<file path="src/rtl/div_unit.sv">
// Iterative radix-2 integer divider for the EX stage: one quotient bit per cycle,
// with a stall request held until the registered quotient/remainder are ready for HI/LO.
module div_unit #(
   parameter int DW = 32
) (
   input  logic          clk,
   input  logic          resetn,
   input  logic          div_req,
   input  logic          div_signed,
   input  logic [DW-1:0] div_src1,
   input  logic [DW-1:0] div_src2,
   input  logic          div_ack,
   input  logic          div_cancel,
   output logic          div_stop,
   output logic          div_done,
   output logic [DW-1:0] div_q,
   output logic [DW-1:0] div_r
);

   typedef enum logic [1:0] {
      IDLE,
      BUSY,
      DONE
   } state_t;

   state_t            state_q, state_d;
   logic [5:0]        cnt_q, cnt_d;
   logic [2*DW-1:0]   shift_q, shift_d;
   logic [DW-1:0]     divisor_q, divisor_d;
   logic [DW-1:0]     dividend_q, dividend_d;
   logic              qneg_q, qneg_d;
   logic              rneg_q, rneg_d;
   logic              dz_q, dz_d;
   logic              done_q, done_d;
   logic [DW-1:0]     quot_q, quot_d;
   logic [DW-1:0]     rem_q, rem_d;

   logic [DW-1:0]     absSrc1, absSrc2;
   logic [DW:0]       trial;
   logic [2*DW-1:0]   stepShift;
   logic [DW-1:0]     finalQ, finalR;
   logic [DW-1:0]     resQ, resR;

   // The shifted-out partial remainder can be DW+1 bits wide, so the trial
   // subtraction is DW+1 bits and its MSB is exactly the borrow.
   always_comb begin
      absSrc1   = (div_signed && div_src1[DW-1]) ? (~div_src1 + 1'b1) : div_src1;
      absSrc2   = (div_signed && div_src2[DW-1]) ? (~div_src2 + 1'b1) : div_src2;
      trial     = shift_q[2*DW-1:DW-1] - {1'b0, divisor_q};
      stepShift = trial[DW] ? {shift_q[2*DW-2:0], 1'b0}
                            : {trial[DW-1:0], shift_q[DW-2:0], 1'b1};
      finalQ    = stepShift[DW-1:0];
      finalR    = stepShift[2*DW-1:DW];
      resQ      = dz_q ? {DW{1'b1}} : (qneg_q ? (~finalQ + 1'b1) : finalQ);
      resR      = dz_q ? dividend_q : (rneg_q ? (~finalR + 1'b1) : finalR);
   end

   always_comb begin
      state_d    = state_q;
      cnt_d      = cnt_q;
      shift_d    = shift_q;
      divisor_d  = divisor_q;
      dividend_d = dividend_q;
      qneg_d     = qneg_q;
      rneg_d     = rneg_q;
      dz_d       = dz_q;
      done_d     = done_q;
      quot_d     = quot_q;
      rem_d      = rem_q;
      case (state_q)
         IDLE: begin
            if (div_req && !div_cancel) begin
               state_d    = BUSY;
               cnt_d      = 6'd0;
               shift_d    = {{DW{1'b0}}, absSrc1};
               divisor_d  = absSrc2;
               dividend_d = div_src1;
               qneg_d     = div_signed & (div_src1[DW-1] ^ div_src2[DW-1]);
               rneg_d     = div_signed & div_src1[DW-1];
               dz_d       = (div_src2 == '0);
            end
         end
         BUSY: begin
            // A kill or the instruction vanishing from EX abandons the divide.
            if (div_cancel || !div_req) begin
               state_d = IDLE;
               done_d  = 1'b0;
            end else begin
               shift_d = stepShift;
               cnt_d   = cnt_q + 6'd1;
               if (cnt_q == 6'(DW - 1)) begin
                  state_d = DONE;
                  quot_d  = resQ;
                  rem_d   = resR;
                  done_d  = 1'b1;
               end
            end
         end
         DONE: begin
            if (div_cancel || div_ack) begin
               state_d = IDLE;
               done_d  = 1'b0;
            end
         end
         default: begin
            state_d = IDLE;
            done_d  = 1'b0;
         end
      endcase
   end

   always_ff @(posedge clk or negedge resetn) begin
      if (!resetn) begin
         state_q    <= IDLE;
         cnt_q      <= 6'd0;
         shift_q    <= '0;
         divisor_q  <= '0;
         dividend_q <= '0;
         qneg_q     <= 1'b0;
         rneg_q     <= 1'b0;
         dz_q       <= 1'b0;
         done_q     <= 1'b0;
         quot_q     <= '0;
         rem_q      <= '0;
      end else begin
         state_q    <= state_d;
         cnt_q      <= cnt_d;
         shift_q    <= shift_d;
         divisor_q  <= divisor_d;
         dividend_q <= dividend_d;
         qneg_q     <= qneg_d;
         rneg_q     <= rneg_d;
         dz_q       <= dz_d;
         done_q     <= done_d;
         quot_q     <= quot_d;
         rem_q      <= rem_d;
      end
   end

   assign div_stop = resetn && div_req && !div_cancel && (state_q != DONE);
   assign div_done = done_q;
   assign div_q    = quot_q;
   assign div_r    = rem_q;

endmodule

</file>
<file path="config.mk">
export PLATFORM = sky130hd
export DESIGN_NAME = div_unit
export DESIGN_NICKNAME = d
export VERILOG_FILES = /design/src/rtl/div_unit.sv
export SDC_FILE = /design/constraint.sdc
export NUM_CORES = 1
export LEC_CHECK = 0
export ABC_AREA = 1
export CAP_MARGIN = 20
export CORE_MARGIN = 2
export CORE_UTILIZATION = 30
export CTS_BUF_LIST = sky130_fd_sc_hd__clkbuf_4
export DETAILED_ROUTE_END_ITERATION = 6
export DONT_BUFFER_PORTS = 1
export SKIP_LAST_GASP = 1
export SYNTH_ARGS = -nofsm -noshare
export SYNTH_HDL_FRONTEND = slang
export SYNTH_SLANG_ARGS = --single-unit
</file>
<file path="constraint.sdc">
create_clock -name clk -period 4.8 [get_ports clk]
set_input_delay 0.72 -clock clk [delete_from_list [all_inputs] [get_ports clk]]
set_output_delay 0.72 -clock clk [all_outputs]
set_load 0.02 [all_outputs]
</file>
After elaboration in Yosys (flattened, before gate mapping)
Index checks and enable logic that the tools add are counted.
{ "op_classes": {"add_sub_neg": 6, "eq_ne": 8, "muxes": 22, "bitwise": 9, "n_reduce_logical": 18} }
{ "op_table": {"columns": ["cell", "n"], "rows": [
  ["$mux 32", 6],
  ["$mux 64", 3],
  ["$add 32x1->32 const B", 4],
  ["$not 32->32", 4],
  ["$pmux 64 s2", 1],
  ["$sub 33x32->33", 1],
  ["$logic_not 32->1", 1],
  ["$mux 6", 2],
  ["$pmux 6 s2", 1],
  ["$reduce_and 3->1", 4],
  ["$mux 2", 4],
  ["$ne 2x2->1 const B", 4],
  ["$add 6x1->6 const B", 1],
  ["$eq 6x5->1 const B", 1],
  ["$logic_and 1x1->1", 6],
  ["$pmux 2 s3", 1],
  ["$mux 1", 3],
  ["$ne 3x3->1 const B", 1],
  ["$pmux 1 s3", 1],
  ["$and 1x1->1", 2],
  ["$eq 2x1->1 const B", 1],
  ["$eq 2x2->1 const B", 1],
  ["$logic_not 1->1", 2],
  ["$logic_not 2->1", 1],
  ["other kinds (5)", 7]
]} }
{ "word_totals": {"reg_bits": 204, "inputBits": 70, "output_inout_bits": 66} }

Depth between registers and ports, before layout
Gate-level depths: netlist of run 1.
{ "logic_depth": {"word_depth": 6, "ltp_mapped": 28} }

Worst setup path before layout of run 1
No wires, ideal clock.
{ "synth_path": {"kind": "reg-to-reg", "startpoint": "register shift_q[31]", "endpoint": "register quot_q[28] (netlist: div_q[28])", "arrival_ps": 3683, "required_ps": 4681, "slack_ps": 997, "path_stages_with_launch": 28, "n_path_buf": 1, "synth_period_minus_slack_ps": 3803, "cell_sequence": "dfrtp_1 -> inv_1 -> ha_1 -> inv_1 -> fa_1 -> nand2_1 -> nand2_1 -> nand3_1 -> nand2_1 -> nand2_1 -> nand2_4 -> nand2_4 -> nand3_2 -> nand2_4 -> buf_6 -> ha_1 -> inv_1 -> nor3_1 -> inv_1 -> nor3_1 -> nand4_1 -> nor4_1 -> nand2_1 -> o21ai_0 -> o21ai_0 -> xor2_1 -> o22ai_1 -> inv_1"} }
{ "synth_via": {"elab_chain_cells": 6} }
{ "synth_lines": {"columns": ["item", "line_no", "source"], "rows": [
  ["from (decl)", "28", "logic [2*DW-1:0] shift_q, shift_d;"],
  ["from (signal assigned)", "128", "shift_q <= shift_d;"],
  ["$sub 33x32->33", "49", "trial = shift_q[2*DW-1:DW-1] - {1'b0, divisor_q};"],
  ["$mux 64", "50", "stepShift = trial[DW] ? {shift_q[2*DW-2:0], 1'b0}"],
  ["$not 32->32", "54", "resQ = dz_q ? {DW{1'b1}} : (qneg_q ? (~finalQ + 1'b1) : finalQ);"],
  ["$add 32x1->32", "54", null],
  ["$mux 32 (2 in series)", "54", null],
  ["to (signal assigned)", "135", "quot_q <= quot_d;"],
  ["to (decl)", "35", "logic [DW-1:0] quot_q, quot_d;"]
]} }
No other way between the ends.
A chain may end at the register's enable or synchronous reset.

Worst setup path after layout of run 1
Same ends and word-level chain as after synthesis.

==> impl_metrics.yaml, run 1 <==
synthesis:
  synth.net_count: 2234
  synth_top_flop_cell: "dfrtp_1"
  ys_types: 51
  synth_top_area_share: 0.356
  yosysSeqAreaShare: 0.356
  syn_area_mm2: 0.0143
  synth_area_leader_cell: "dfrtp_1"
  synth_seq_cells: 204
  syn_avg_cell_area_um2: 6.75
  synth_edf_count: 0
  synthCells: 2126
  ys_warn_count: 0
  ys_top_cells_by_area: "dfrtp_1, nand2_1, inv_1, o21ai_0, nor2_1"
  async_flop_share: 1.00
worst_setup_path:
  r2r_end: "div_q[28]$_DFFE_PN0P_"
  crit_path_start_kind: "flop"
  crit_start: "shift_q[31]$_DFFE_PN0P_"
  critPathArrivalTime_ns: 4.89
  reg2regPathDepth: 26
  r2r_slack_ns: 0.57
  r2r-start: "shift_q[31]$_DFFE_PN0P_"
  crit_fanout: 8
  crit_buf_inv: 5
  path_class: "flop to flop"
  crit_slowest_cell: "fa_1"
  cp-end-kind: "flop"
  path_delay_family: "simple AND/OR/NAND/NOR gates"
  max_stage_delay_ns: 0.40
  cp.required_ns: 5.45
route:
  ant_nets: 0
  routed-wl-met2_um: 22600
  drc: 0
  wire_per_inst_um: 16.9
  vias_per_cell: 4.97
  wl_met3_um: 2780
  finalWirelength_um: 47100
  maxUsedRoutingLayer: "met4"
  vias: 13800
  first_pass_iters: 5
  met1_length_um: 20700
  drtIter0Drc: 1066
clocking:
  cts_setup_buffers: 0
  clk_latency_ns: 0.78
  cts_tree: "built"
  clk_pin_slew_ns: 0.06
  cts-buffers-inserted: 57
  clock_sinks: 204
  htree_levels: 2
  clk_path_buf_depth: 3
  cts_root_buf: "clkbuf_4"
sta:
  tightest_slew_ns: 0.803
  fin_skew_ns: 0.0712
  post-route-period-util: 0.882
  period_minus_slack_ns: 4.23
  hold_ws_ns: -0.309
  relSlewSlack: 0.463
  setup_violations: 0
  slew_violations: 0
  rsz0062_at_grt: "no"
  tns_ns: 0
  finalHoldViolCount: 204
  fmax_mhz: 236
  finalWorstSetupSlack_ns: 0.566
grt:
  grt_pass1_vias: 13300
  grt_antenna_before_repair: 1
  grtUsageTotal: 0.188
  overflow: 0
  grt_pass1_wl_um: 74400
  grt_max_degree: 206
place:
  dp.final_hpwl_um: 36000
  place.gp.congestion: 0.928
  placed_cell_area_mm2: 0.0149
  place_ws_ns: 0.454
  portBuffers: 0
layout:
  layout_commonest_cell: "nand2_1"
  area_growth_pct: 8.99
  final.fill_count: 5211
  layout_common_cells: "nand2_1, inv_1, dfrtp_1, o21ai_0, nor2_1"
  nNetsFinal: 2234
  final_core_util: 0.330
  drive_gt1_frac: 0.0876
  final_area_mm2: 0.0156
power_and_ir_drop:
  switchingPower_mw: 3.08
  netSwitchingFraction: 0.452
  internal_power_mw: 3.74
  ir_drop_uv: 173
  power.density_mw_per_mm2: 436
  p_comb_frac: 0.456
  seq_power_share: 0.307
  p_clk_frac: 0.237
  p_leak_nw: 8.14
worst_hold_path:
  hp-class: "primary input to asynchronous set/reset pin"
job:
  maxCapViolCount: 0
die:
  dieWidth_um: 223
  die_area_mm2: 0.0496
  core_area_mm2: 0.0474
  ios: 136
  dieHeight_um: 223
  initial_core_util: 0.302
  rows: 80
outcome:
  violations: "negative hold slack"
  outcome: "finished, violations left"
repair_timing:
item                                    in CTS  in global routing
endpoints found under the setup margin       0                  1
resized for setup                            0                  1
endpoints found under the hold margin      204                204
sequential cells by signal (all words and copies together) (netlist names), 2 cells and up:
| signal | count |
|---|---|
| cnt_q | 6 |
| dividend_q | 32 |
| state_q | 2 |
| divisor_q | 32 |
| div_r | 32 |
| shift_q | 64 |
| div_q | 32 |
layer usage:
layer / track usage / vias to the layer above
met2: 0.321 / 366
li1: - / 6862
met3: 0.0377 / 73
met4: 0.0483 / 0
met1: 0.244 / 6546
met5: 0 / -
cells by family after synthesis:
family          after synthesis  synth area share
simple gates               1059             0.315
buf+inv                     365             0.100
xor+xnor                     74            0.0452
flops                       204             0.356
fa+ha+maj                    38            0.0337
compound gates              386             0.150
synthesized netlist by cell type (4+ instances only):
cell type    n
nand2_1    661
inv_1      282
dfrtp_1    204
nor2_1     179
o21ai_0    179
a21oi_1    106
nand3_1     88
clkbuf_1    60
xor2_1      45
o22ai_1     42
ha_1        37
nand2_2     29
xnor2_1     29
nand4_1     22
nor3_1      21
o211ai_1    21
nor4_1      15
nand2_4     11
o21bai_1     9
inv_2        8
nand3b_1     8
nor2_2       8
a31oi_1      7
buf_2        6
o31ai_1      6
o21ai_2      5
buf_6        4
nor2_4       4
worst max path at each step:
stage,to,cells after the start,slack (ns)
final,div_q[28]$_DFFE_PN0P_,26,0.57
after floorplan,div_q[28]$_DFFE_PN0P_,27,1.0
after global placement,div_q[28]$_DFFE_PN0P_,26,0.55
after CTS,div_q[28]$_DFFE_PN0P_,26,0.49
after global routing,div_q[28]$_DFFE_PN0P_,26,0.11
after detailed placement,div_q[28]$_DFFE_PN0P_,26,0.45
metrics by stage:
| stage | hold slack [ns] | power [mW] | instances |
|---|---|---|---|
| finish | -0.309 | 6.82 | 2785 |
| global route | -0.366 | 7.39 | 2785 |
| CTS | -0.407 | 6.87 | 2784 |
| detailed placement | 0.440 | 5.21 | 2682 |
| global placement | 0.439 | 5.18 | 2682 |
| floorplan | 0.424 | 4.46 | 2126 |
final cells by class:
cell class	count	area [µm²]	area share
diodes	1	2.50	0.000160
repair buffers	15	113	0.00720
flip-flops and latches	204	5100	0.327
clock inverters	14	65.1	0.00416
inverters	291	1090	0.0699
clock buffers	88	661	0.0423
well taps	615	769	0.0492
multi-input cells	1557	7830	0.501
power groups by stage:
stage | logic [mW] | registers (mW) | clock network (mW)
global placement | 3.06 | 2.11 | 0
finish | 3.11 | 2.09 | 1.62
CTS | 3.11 | 2.09 | 1.67
floorplan | 2.40 | 2.06 | 0
global route | 3.52 | 2.12 | 1.75
detailed placement | 3.09 | 2.12 | 0
(Power assumes the default switching activity.)
==> inputs of run 2 (changes only) <==
clock period = 3.8 ns   (was 4.8 ns; I/O delays follow)
==> run 2 against run 1 <==
Effect of this change:
- the flow finishes with violations (design-rule violations, negative hold slack)
- utilization is 3.4 points higher
- die area stayed put
- first-iteration DRC count is 11% lower
- critical path type unchanged
- largest cell class unchanged
- highest routed layer unchanged
==> impl_metrics.yaml, run 2 (synthesis gave the netlist of run 1 again) <==
sta:
  tns_ns: 0
  finalHoldViolCount: 204
  fin_skew_ns: 0.0898
  relSlewSlack: 0.476
  setup_violations: 0
  post-route-period-util: 0.967
  rsz0062_at_grt: "yes"
  fmax_mhz: 272
  period_minus_slack_ns: 3.67
  slew_violations: 0
  hold_ws_ns: -0.441
  finalWorstSetupSlack_ns: 0.127
  tightest_slew_ns: 0.785
place:
  place_ws_ns: -0.179
  post-place-cells: 2773
  place.gp.congestion: 0.921
  dp.final_hpwl_um: 37400
  portBuffers: 0
die:
  initial_core_util: 0.302
  dieHeight_um: 223
  die_area_mm2: 0.0496
  ios: 136
  core_area_mm2: 0.0474
  rows: 80
  dieWidth_um: 223
outcome:
  violations: "design-rule violations, negative hold slack"
  outcome: "finished, violations left"
route:
  vias: 14500
  drc: 2
  finalWirelength_um: 50100
  first_pass_iters: 7
  vias_per_cell: 4.94
  drtIter0Drc: 953
  ant_nets: 0
  wire_per_inst_um: 17.1
layout:
  layout_commonest_cell: "nand2_1"
  layout_common_cells: "nand2_1, inv_1, dfrtp_1, o21ai_0, nor2_1"
  largest_reg_flops: 64
  stdcell_count: 2934
  area_growth_pct: 20.3
  nNetsFinal: 2384
  drive_gt1_frac: 0.149
  regMostFlops: "shift_q"
grt:
  grtUsageMet2: 0.327
  grt_antenna_before_repair: 1
  gr-max-usage-layer: "met2"
  grtUsageTotal: 0.198
  grt.met1_usage: 0.256
  use_met3: 0.0337
  overflow: 0
  grt_pass1_vias: 14100
  grt_max_degree: 206
  grt_pass1_wl_um: 77800
clocking:
  htree_levels: 2
  clk_path_buf_depth: 3
  cts-buffers-inserted: 57
  clk_pin_slew_ns: 0.07
  clk_latency_ns: 0.79
  clock_sinks: 204
  holdBufCountCts: 42
  cts_tree: "built"
  cts_root_buf: "clkbuf_4"
power_and_ir_drop:
  finalPower_mw: 9.40
  power.density_mw_per_mm2: 545
  p_leak_nw: 8.86
  ir_drop_uv: 258
worst_setup_path:
  reg2regPathDepth: 26
  crit_path_start_kind: "flop"
  cp-end-kind: "flop"
  path_class: "flop to flop"
  cp.required_ns: 4.40
  crit_fanout: 17
  critPathArrivalTime_ns: 4.28
worst_hold_path:
  hp-class: "primary input to asynchronous set/reset pin"
job:
  maxCapViolCount: 0
[run 2: changes by cell type in the layout (fill, tap and decap cells not counted), moves of 8 or more]
cell	change
nor2_1	-9
ha_4	+15
buf_4	+103
nor2_2	+8
dlygate4sd3_1	+42
nand2_2	+11
ha_1	-15
nand2_1	-14
[run 2: layout make-up]
| type | count | area [µm²] |
|---|---|---|
| clock inverter | 17 | 82.6 |
| multi-input combinational | 1557 | 8170 |
| tap | 615 | 769 |
| fill | 5061 | 30200 |
| timing repair buffer | 165 | 1390 |
| clock buffer | 84 | 631 |
| sequential | 204 | 5100 |
| antenna | 1 | 2.50 |
| inverter | 291 | 1100 |
[run 2: worst max-delay path, cell delays in order (launching register included)]
cell and delay (ns):
dfrtp_1 0.40, ha_1 0.33, buf_4 0.15, nand2_1 0.10, a21oi_1 0.10, nor2_1 0.13
nand2_2 0.08, a21oi_4 0.19, buf_6 0.14, nand2_4 0.05, nand2_4 0.07, nand2_4 0.08
buf_4 0.16, buf_12 0.15, nand2_1 0.06, nand2_1 0.09, ha_1 0.25, nand3_4 0.12
inv_1 0.05, nand2_1 0.11, nor2_1 0.07, nand2_1 0.13, nand2_1 0.07, nand2_1 0.07
nand3_1 0.16, nand2_1 0.14, nand2_1 0.06
[run 2: layer usage]
| layer | wire, µm | vias up |
|---|---|---|
| met5 | 0 | - |
| met3 | 2910 | 113 |
| met2 | 23500 | 441 |
| met1 | 21800 | 6784 |
| li1 | - | 7168 |
| met4 | 1910 | 0 |
[run 2: power by group]
part / switching (mW) / internal (mW) / leakage, nW
clock network: 1.02 / 1.02 / 0.425
logic: 2.92 / 1.79 / 5.78
registers: 0.240 / 2.41 / 2.65
[run 2: path summary, 6_finish.rpt]
kind / slack [ns] / end / startpoint
max: 0.13 / div_r[26]$_DFFE_PN0P_ / shift_q[60]$_DFFE_PN0P_
min: -0.44 / dividend_q[8]$_DFFE_PN0P_ / resetn
max reg2reg: 0.13 / div_r[26]$_DFFE_PN0P_ / shift_q[60]$_DFFE_PN0P_
min reg2reg: 0.47 / dividend_q[18]$_DFFE_PN0P_ / dividend_q[18]$_DFFE_PN0P_
max in group asynchronous: 3.62 / divisor_q[5]$_DFFE_PN0P_ / resetn
min in group clk: 0.05 / shift_q[7]$_DFFE_PN0P_ / div_src1[7]
[run 2: timing repair]
| item | in CTS | in global routing |
|---|---|---|
| endpoints found under the setup margin | 4 | 37 |
| endpoints found under the hold margin | 250 | 204 |
| pin swaps | 2 | 25 |
| resized for setup | 6 | 70 |
| gates cloned | 0 | 1 |
| setup buffers | 0 | 16 |
[run 2: per-stage QoR]
stage               utilization  cell area (µm²)
finish                    0.364            17300
global route              0.364            17300
CTS                       0.353            16800
detailed placement        0.329            15600
global placement          0.329            15600
floorplan                     -            14400
